--- src/rtl/free_list.sv ---
// free_list: circular FIFO of free physical register tags for the R10K rename path.
//
// Dispatch pops one tag per cycle for a freshly renamed destination; retire pushes
// back the T_old released when the ROB head retires. The list holds
// DEPTH = PHYS_REGS - ARCH_REGS tags and comes out of reset holding
// p(ARCH_REGS)..p(PHYS_REGS-1), since p0..p(ARCH_REGS-1) back the initial map.
//
// Ports:
//   clock        in   single clock, all state updates on posedge
//   reset        in   asynchronous active-low reset
//   alloc_req    in   dispatch requests one tag this cycle
//   alloc_valid  out  list non-empty, alloc_tag is meaningful
//   alloc_tag    out  tag at the head of the list
//   alloc_ack    out  pop performed this cycle (alloc_req && alloc_valid)
//   free_en      in   retire releases a tag this cycle
//   free_tag     in   T_old from retire
//   free_count   out  number of tags currently in the list
//   full         out  free_count == DEPTH
//   error        out  sticky illegal-push flag, cleared only by reset
//
// Build option:
//   FREE_LIST_CHECK_EN  adds a PHYS_REGS-bit in_list bitmap; a push of a tag that is
//                       already in the list is a duplicate free, is dropped and sets
//                       error. Without it, duplicates are stored like any other tag.

module free_list #(
  parameter int unsigned PHYS_REGS = 64,
  parameter int unsigned ARCH_REGS = 32
) (
  input  logic                                          clock,
  input  logic                                          reset,
  input  logic                                          alloc_req,
  output logic                                          alloc_valid,
  output logic [$clog2(PHYS_REGS)-1:0]                  alloc_tag,
  output logic                                          alloc_ack,
  input  logic                                          free_en,
  input  logic [$clog2(PHYS_REGS)-1:0]                  free_tag,
  output logic [$clog2(PHYS_REGS-ARCH_REGS+1)-1:0]      free_count,
  output logic                                          full,
  output logic                                          error
);

  localparam int unsigned DEPTH = PHYS_REGS - ARCH_REGS;
  localparam int unsigned TAG_W = $clog2(PHYS_REGS);
  localparam int unsigned CNT_W = $clog2(DEPTH + 1);
  // A one-entry list still needs a one-bit pointer to keep the vectors legal.
  localparam int unsigned PTR_W = (DEPTH > 1) ? $clog2(DEPTH) : 1;

  // --------------------------------------------------------------------------
  // State
  // --------------------------------------------------------------------------
  logic [TAG_W-1:0] storage_q [DEPTH];
  logic [PTR_W-1:0] head_q, head_d;
  logic [PTR_W-1:0] tail_q, tail_d;
  logic [CNT_W-1:0] count_q, count_d;
  logic             error_q, error_d;

  // Per-cycle decode
  logic pop;
  logic push_legal;
  logic push_dup;
  logic push;

  // Wrap is an explicit compare so DEPTH need not be a power of two.
  function automatic logic [PTR_W-1:0] ptr_inc(input logic [PTR_W-1:0] ptr);
    if (ptr == PTR_W'(DEPTH - 1)) begin
      return '0;
    end
    return ptr + PTR_W'(1);
  endfunction

  // --------------------------------------------------------------------------
  // Outputs: purely from registered state (plus alloc_req for the ack).
  // No bypass from free_tag: a tag pushed into an empty list shows up next cycle.
  // --------------------------------------------------------------------------
  assign alloc_valid = (count_q != '0);
  assign alloc_tag   = storage_q[head_q];
  assign alloc_ack   = pop;
  assign free_count  = count_q;
  assign full        = (count_q == CNT_W'(DEPTH));
  assign error       = error_q;

  assign pop        = alloc_req && alloc_valid;
  // Pushing into a full list is only safe when the head slot frees up this cycle.
  assign push_legal = !full || pop;
  assign push       = free_en && push_legal && !push_dup;

`ifdef FREE_LIST_CHECK_EN
  // --------------------------------------------------------------------------
  // Duplicate-free detection: one bit per physical tag, set while it is in the list.
  // --------------------------------------------------------------------------
  logic [PHYS_REGS-1:0] in_list_q, in_list_d;

  // Read before any same-cycle pop clears the bit, so freeing the tag being
  // popped this cycle still counts as a duplicate.
  assign push_dup = free_en && in_list_q[free_tag];

  always_comb begin
    in_list_d = in_list_q;
    if (pop) begin
      in_list_d[alloc_tag] = 1'b0;
    end
    if (push) begin
      in_list_d[free_tag] = 1'b1;
    end
  end

  always_ff @(posedge clock or negedge reset) begin
    if (!reset) begin
      for (int i = 0; i < int'(PHYS_REGS); i++) begin
        in_list_q[i] <= (i >= int'(ARCH_REGS));
      end
    end else begin
      in_list_q <= in_list_d;
    end
  end
`else
  assign push_dup = 1'b0;
`endif

  // --------------------------------------------------------------------------
  // Next-state
  // --------------------------------------------------------------------------
  always_comb begin
    head_d  = head_q;
    tail_d  = tail_q;
    count_d = count_q;
    error_d = error_q;

    if (pop) begin
      head_d = ptr_inc(head_q);
    end
    if (push) begin
      tail_d = ptr_inc(tail_q);
    end

    unique case ({pop, push})
      2'b10:   count_d = count_q - CNT_W'(1);
      2'b01:   count_d = count_q + CNT_W'(1);
      default: count_d = count_q;
    endcase

    // Overflow and (when enabled) duplicate frees are both dropped and flagged.
    if (free_en && !push) begin
      error_d = 1'b1;
    end
  end

  // --------------------------------------------------------------------------
  // Registers
  // --------------------------------------------------------------------------
  always_ff @(posedge clock or negedge reset) begin
    if (!reset) begin
      head_q  <= '0;
      tail_q  <= '0;
      count_q <= CNT_W'(DEPTH);
      error_q <= 1'b0;
    end else begin
      head_q  <= head_d;
      tail_q  <= tail_d;
      count_q <= count_d;
      error_q <= error_d;
    end
  end

  // Reset image: slot i holds p(ARCH_REGS+i).
  always_ff @(posedge clock or negedge reset) begin
    if (!reset) begin
      for (int i = 0; i < int'(DEPTH); i++) begin
        storage_q[i] <= TAG_W'(ARCH_REGS + i);
      end
    end else if (push) begin
      // When full with a simultaneous pop, tail == head: the old head value is
      // read combinationally this cycle before being overwritten at the edge.
      storage_q[tail_q] <= free_tag;
    end
  end

`ifndef SYNTHESIS
  // --------------------------------------------------------------------------
  // Structural invariants
  // --------------------------------------------------------------------------
  a_count_bound: assert property (@(posedge clock) disable iff (!reset)
    count_q <= CNT_W'(DEPTH));

  a_head_bound: assert property (@(posedge clock) disable iff (!reset)
    32'(head_q) < DEPTH);

  a_tail_bound: assert property (@(posedge clock) disable iff (!reset)
    32'(tail_q) < DEPTH);

  // The occupied region always runs from head to tail.
  a_ptr_count: assert property (@(posedge clock) disable iff (!reset)
    ((32'(head_q) + 32'(count_q)) % DEPTH) == 32'(tail_q));

`ifdef FREE_LIST_CHECK_EN
  a_bitmap_count: assert property (@(posedge clock) disable iff (!reset)
    $countones(in_list_q) == 32'(count_q));
`endif
`endif

endmodule

--- config.mk ---
export PLATFORM = sky130hd
export DESIGN_NAME = free_list
export DESIGN_NICKNAME = d
export VERILOG_FILES = /design/src/rtl/free_list.sv
export SDC_FILE = /design/constraint.sdc
export NUM_CORES = 1
export LEC_CHECK = 0
export BUFFER_PORTS_ARGS = -buffer_cell sky130_fd_sc_hd__buf_2
export CORE_ASPECT_RATIO = 1.1
export CORE_UTILIZATION = 38
export DETAILED_ROUTE_END_ITERATION = 8
export HOLD_SLACK_MARGIN = 0.06
export PLACE_DENSITY = 0.59
export SYNTH_ARGS = -nofsm -noshare
export SYNTH_HDL_FRONTEND = slang
export SYNTH_SLANG_ARGS = --single-unit
--- constraint.sdc ---
create_clock -name clock -period 3.4 [get_ports clock]
set_input_delay 0.68 -clock clock [delete_from_list [all_inputs] [get_ports clock]]
set_output_delay 0.68 -clock clock [all_outputs]
set_load 0.01 [all_outputs]
# --- Word-level counts from Yosys, hierarchy flattened ---
# Index checks and enable logic that the tools add are counted.
# Widths: inputs -> output; s select.
op_classes:
  addsub: 4
  n_bitwise: 2
  muxes: 15
  n_lt_le_gt_ge: 3
  n_eq_ne: 5
  reduce_logical: 9
ops:
  columns: ["op", "count"]
  rows:
  - ["$bwmux 192", 1]
  - ["$bmux 6 s5", 1]
  - ["$demux 6 s5", 1]
  - ["$mux 5", 4]
  - ["$mux 6", 3]
  - ["$ge 6x6->1 const B", 2]
  - ["$not 5->6", 2]
  - ["$pmux 6 s2", 1]
  - ["$add 5x1->5 const B", 2]
  - ["$eq 5x5->1 const B", 2]
  - ["$add 6x1->6 const B", 1]
  - ["$eq 6x6->1 const B", 1]
  - ["$lt 6x1->1 const B", 1]
  - ["$reduce_bool 6->1", 1]
  - ["$sub 6x1->6 const B", 1]
  - ["$logic_and 1x1->1", 4]
  - ["$mux 1", 4]
  - ["$eq 2x1->1 const B", 1]
  - ["$eq 2x2->1 const B", 1]
  - ["$logic_not 1->1", 2]
  - ["$reduce_bool 2->1", 1]
  - ["$logic_or 1x1->1", 1]
totals:
  inputBits: 10
  wordCells: 74
  output_inout_bits: 16
  reg_bits: 209

# --- Longest topological paths before layout ---
logic_depth:
  word_depth: 6
  ltp_mapped: 11
  mapped_depth_nobuf: 10

# --- Worst setup path after synthesis ---
# Ideal clock, no wire load.
synth_timing:
  kind: "flip-flop to flip-flop"
  startpoint: "register count_q[0], in the netlist free_count[0]"
  endpoint: "register count_q[5], in the netlist free_count[5]"
  t_arrival_ps: 3184
  synth_period_minus_slack_ps: 3267
  slack_ps: 133
  path_stages_with_launch: 11
  cell_sequence: "dfrtp_1 > or4_1 > clkbuf_1 > o31ai_2 > ha_1 > inv_1 > ha_1 > or4_1 > o211ai_1 > nor3b_1 > xnor2_1"
synth_between:
  elab_chain_len: 6
synth_rtl:
  columns: ["element", "line_no", "rtl"]
  rows:
  - ["start: declaration", "55", "logic [CNT_W-1:0] count_q, count_d;"]
  - ["start signal: assignment", "156", "count_q <= CNT_W'(DEPTH);"]
  - ["start signal: assignment", "161", "count_q <= count_d;"]
  - ["$eq 6x6->1 or $reduce_bool 6->1 (tied branches)", "80, 76", null]
  - ["$logic_not 1->1 or $logic_and 1x1->1 (tied branches)", "85, 83", null]
  - ["$logic_or 1x1->1", "85", "assign push_legal = !full || pop;"]
  - ["$logic_and 1x1->1", "86", "assign push = free_en && push_legal && !push_dup;"]
  - ["$eq 2x1->1 or $eq 2x2->1 (tied branches)", "137", "unique case ({pop, push})"]
  - ["$pmux 6 s2 or $reduce_bool 2->1 (tied branches)", null, null]
# Several ways; a longest one is shown, not always the timed one.
# A chain may end at the register's enable or synchronous reset.

# --- Final worst setup path ---
layout_timing:
  startpoint: "register head_q[0]"
  endpoint: "output port alloc_tag[2]"
layout_between:
  elab_chain_len: 4
layout_rtl:
  columns: ["element", "line_no", "rtl"]
  rows:
  - ["start: declaration", "53", "logic [PTR_W-1:0] head_q, head_d;"]
  - ["start signal: assignment", "154", "head_q <= '0;"]
  - ["start signal: assignment", "159", "head_q <= head_d;"]
  - ["$not 5->6 (not written as such)", "77", "assign alloc_tag = storage_q[head_q];"]
  - ["$bmux 6 s5", "77", null]
  - ["$mux 6 (not written as such) (2 in series)", "77", null]
  - ["end: declaration", "34", "output logic [$clog2(PHYS_REGS)-1:0] alloc_tag,"]
# Every way passes these cells. The select of a mux whose other input is x is not followed.

==> flow_results.org <==
** Floorplanning
- The die is 157 um wide.
- 26 I/O pins were placed.
- Number of placement rows :: 62
- The die covers 27100 um^2.
- Once the floorplan was initialized, standard cells occupied 38.5% of the core.
- Floorplan core area :: 26100 um^2
- The floorplan step set the die height to 172 um.

** Logic synthesis
- Number of library cell types mapped by synthesis :: 47
- Synth Instances :: 685
- Yosys warning count :: 0
- In this run the cell area of the synthesized design comes to 10000 um^2.
- Counting flops with a built-in enable in the synthesized netlist gives 0.
- Top cell type by total area after synthesis :: dfstp_2
- After synthesis, the mean cell area works out to 14.7 um^2.
- By area the synthesized netlist is led by dfstp_2 (30%), dfrtp_1 (24%), mux2_1 (16%).
- Synthesis inferred 209 register bits.
- Sequential cells were found to cover 53.5% of the synthesized design area.
- Of the post-synthesis cell area, the dominant cell type holds 29.6%.
- Async set or reset register ratio after synthesis :: 100%
- Post-Synthesis Net Count :: 708
- Most used flip-flop cell after synthesis :: dfstp_2

** Placement
- Port buffering added 25 buffers.
- Worst setup timing slack at the placement stage :: 0.205 ns
- Sum of net half-perimeters after detailed placement :: 15600 um
- Final weighted congestion in routability-driven placement :: 0.789

** GRT
- Antenna violations before repair :: 0
- Global-route wire length before repair :: 38000 um
- Pin count of the biggest net entering global routing :: 79
- After global routing the overflow that remains totals 0.
- For this run, the total global-route usage over all layers was measured as 18.6%.
- The number of global-route vias before repair is 6502.

** Clock network
- CTS built an H-tree with a depth of 1.
- Clock tree synthesis found a total of 209 sinks.
- Num CTS Buffers :: 23
- No sink is reached through more buffers than the 3 on the longest clock path.
- Clock transition at the register clock pins on the worst setup and hold paths after CTS :: 0.06 ns
- The root buffer cell chosen for the clock tree is clkbuf_16.
- Clock latency of the later-clocked register in the worst-skew pair :: 0.51 ns
- Clock tree from TritonCTS :: yes

** Layout
- Ant diodes :: 0
- From synthesis to final layout, the design area changed by 13.4%.
- Registers take 5380 um^2.
- The filler cells instantiated in the layout total 2382.
- Summing all multi-input logic gate instances after layout gives 4450 um^2.
- Most common cell after layout, fill and taps aside :: mux2_1
- Most used cells in the layout excluding fill and tap cells :: mux2_1 (146), dfstp_2 (113), dfrtp_1 (93), mux2_2 (51), mux4_2 (37)
- Net count of the finished layout :: 737
- Layout cell share with drive strength beyond 1 :: 42.1%

** Routing
- Number of DRC violations after detailed-routing iteration 0 :: 265
- In this run the remaining antenna-violating nets after routing total 0.
- Final wirelength :: 23700 um
- In the routed design, unresolved DRC markers number 0.
- Via density per instance :: 5.50
- In the final routed layout, each cell accounts on average for 21.9 um.
- Drt first pass iters :: 4
- Overall via count from detail_route :: 5955

** Timing
- Between clock sinks in the finished design, the worst skew comes to 0.0128 ns.
- Headroom to the max-slew limit :: 12.6%
- Tcrit/Tclk final :: 96.5%
- Number of hold violations in the final report :: 0
- Final setup violation count :: 0
- Final-layout setup total negative slack :: 0 ns
- Once routing completed, OpenROAD measured the worst setup slack at 0.119 ns.
- Slew Viols, Final :: 0
- Worst hold-check slack :: 0.203 ns
- Highest Clock Rate :: 0.305 GHz
- Unrepaired setup endpoints after global routing :: no
- Final critical-path required period :: 3.28 ns
- For the pin with the worst max-slew slack, the measured transition is 1.30 ns.

** Critical path
- Of all nets on the critical path, the largest fanout is 10.
- The setup path with the least slack is of type flip-flop to primary output.
- The largest single stage delay on the critical path is 0.54 ns.
- The slowest stage of the critical path is the mux4_2 cell.
- The worst setup path is captured at a primary output.
- For the worst setup path, the data required time is 2.72 ns.
- Data arrival time of the critical path :: 2.60 ns
- STA classifies the critical path startpoint as a flip-flop.
- The critical path goes through buf_12 > mux4_2 > a22o_1 > a211oi_1 > a21oi_1 > buf_2.

** Power
- Net switching is 32.5% of the power.
- Internal Pwr Total :: 0.00721 W
- Total power for the finished layout comes to 0.0107 W.
- Combinational share of power :: 34.2%
- The clock network accounts for 22.2% of the total power.
- Sequential fraction of design power :: 43.7%
- Across the VDD grid, the largest voltage drop is 323 uV.
- PwrDens :: 938 nW/um^2
- For this design the static power due to leakage is 4.77 nW.
- Net switching power :: 0.00347 W

** Min path
- Type of the tightest min-delay check :: primary input to asynchronous set/reset pin

** Status
- Status :: finished, final reports clean

** Job
- MaxCap Viol Count :: 0
## synth_stat cells, drive strengths merged (6+ instances only)
| library cell | number |
|---|---|
| a21oi | 11 |
| a22o | 6 |
| mux2i | 23 |
| inv | 10 |
| o221ai | 11 |
| nor3 | 35 |
| mux4 | 37 |
| nand2 | 14 |
| clkbuf | 35 |
| o21ai | 11 |
| a211oi | 7 |
| dfstp | 113 |
| mux2 | 197 |
| dfrtp | 96 |
| buf | 11 |
| ha | 12 |
## through the flow
step / util (%) / cells / cell area, um^2
detailed placement: 40.8 / 1038 / 10600
global placement: 40.8 / 1038 / 10600
floorplan: - / 685 / 10000
global route: 43.7 / 1082 / 11400
finish: 43.7 / 1082 / 11400
CTS: 43.7 / 1082 / 11400
## worst max-delay path, delay by kind of cell (launching register included)
kind | cells | cell delay, ns
AO/OA/AOI/OAI | 3 | 0.75
buffers and inverters | 2 | 0.33
flip-flops | 1 | 0.46
multiplexers | 1 | 0.54
## worst paths after layout
path / start / endpoint / slack [ns] / cells after the start
hold reg to reg: error / error / 0.46 / 1
hold / removal: reset / storage_q[102] / 0.20 / 1
min in group clock: error / error / 0.46 / 1
max in group asynchronous: reset / storage_q[20] / 2.19 / 2
setup / recovery: head_q[0] / alloc_tag[2] / 0.12 / 6
setup reg to reg: free_count[0] / free_count[5] / 0.19 / 10
## layer usage
layer / up-vias / GRT usage [%] / wire [um]
li1: 2633 / - / -
met1: 3162 / 24.1 / 10400
met4: 0 / 6.99 / 749
met2: 105 / 32.2 / 11900
met5: - / 0 / 0
met3: 55 / 1.83 / 675
## power groups by stage
stage / Clock [W] / Combinational, W / Sequential, W
2_1_floorplan: 0 / 0.00270 / 0.00434
3_3_place_gp: 0 / 0.00344 / 0.00469
3_5_place_dp: 0 / 0.00355 / 0.00476
4_1_cts: 0.00243 / 0.00369 / 0.00466
5_1_grt: 0.00253 / 0.00397 / 0.00481
6_report: 0.00237 / 0.00365 / 0.00467
## sequential cells by signal (all words and copies together), names as in the netlist
signal and flops:
tail_q 5, head_q 5, free_count 6, storage_q 192
error 1
## logic make-up after synthesis
logic type / share of synthesized area (%)
buffers and inverters: 2.21
xor gates and xnor gates: 0.349
DFF: 53.5
muxes: 32.7
AOI/OAI and AO/OA: 4.54
adders and majority gates: 1.69
and+or+nand+nor: 5.05
## timing repair
item	in CTS	in global routing
pin swaps	0	1
hold buffers	0	0
gates cloned	0	0
setup buffers	3	0
endpoints found under the setup margin	6	1
resized for setup	2	1
## area by class of cell
cell class	instances	area share [%]
clock buffer	34	5.94
clock inverter	7	0.351
inverter	10	0.330
multi-input combinational	420	39.1
sequential	209	47.2
tap	352	3.87
timing repair buffer	50	3.22
Note: power is estimated with default switching activity, not from simulation.
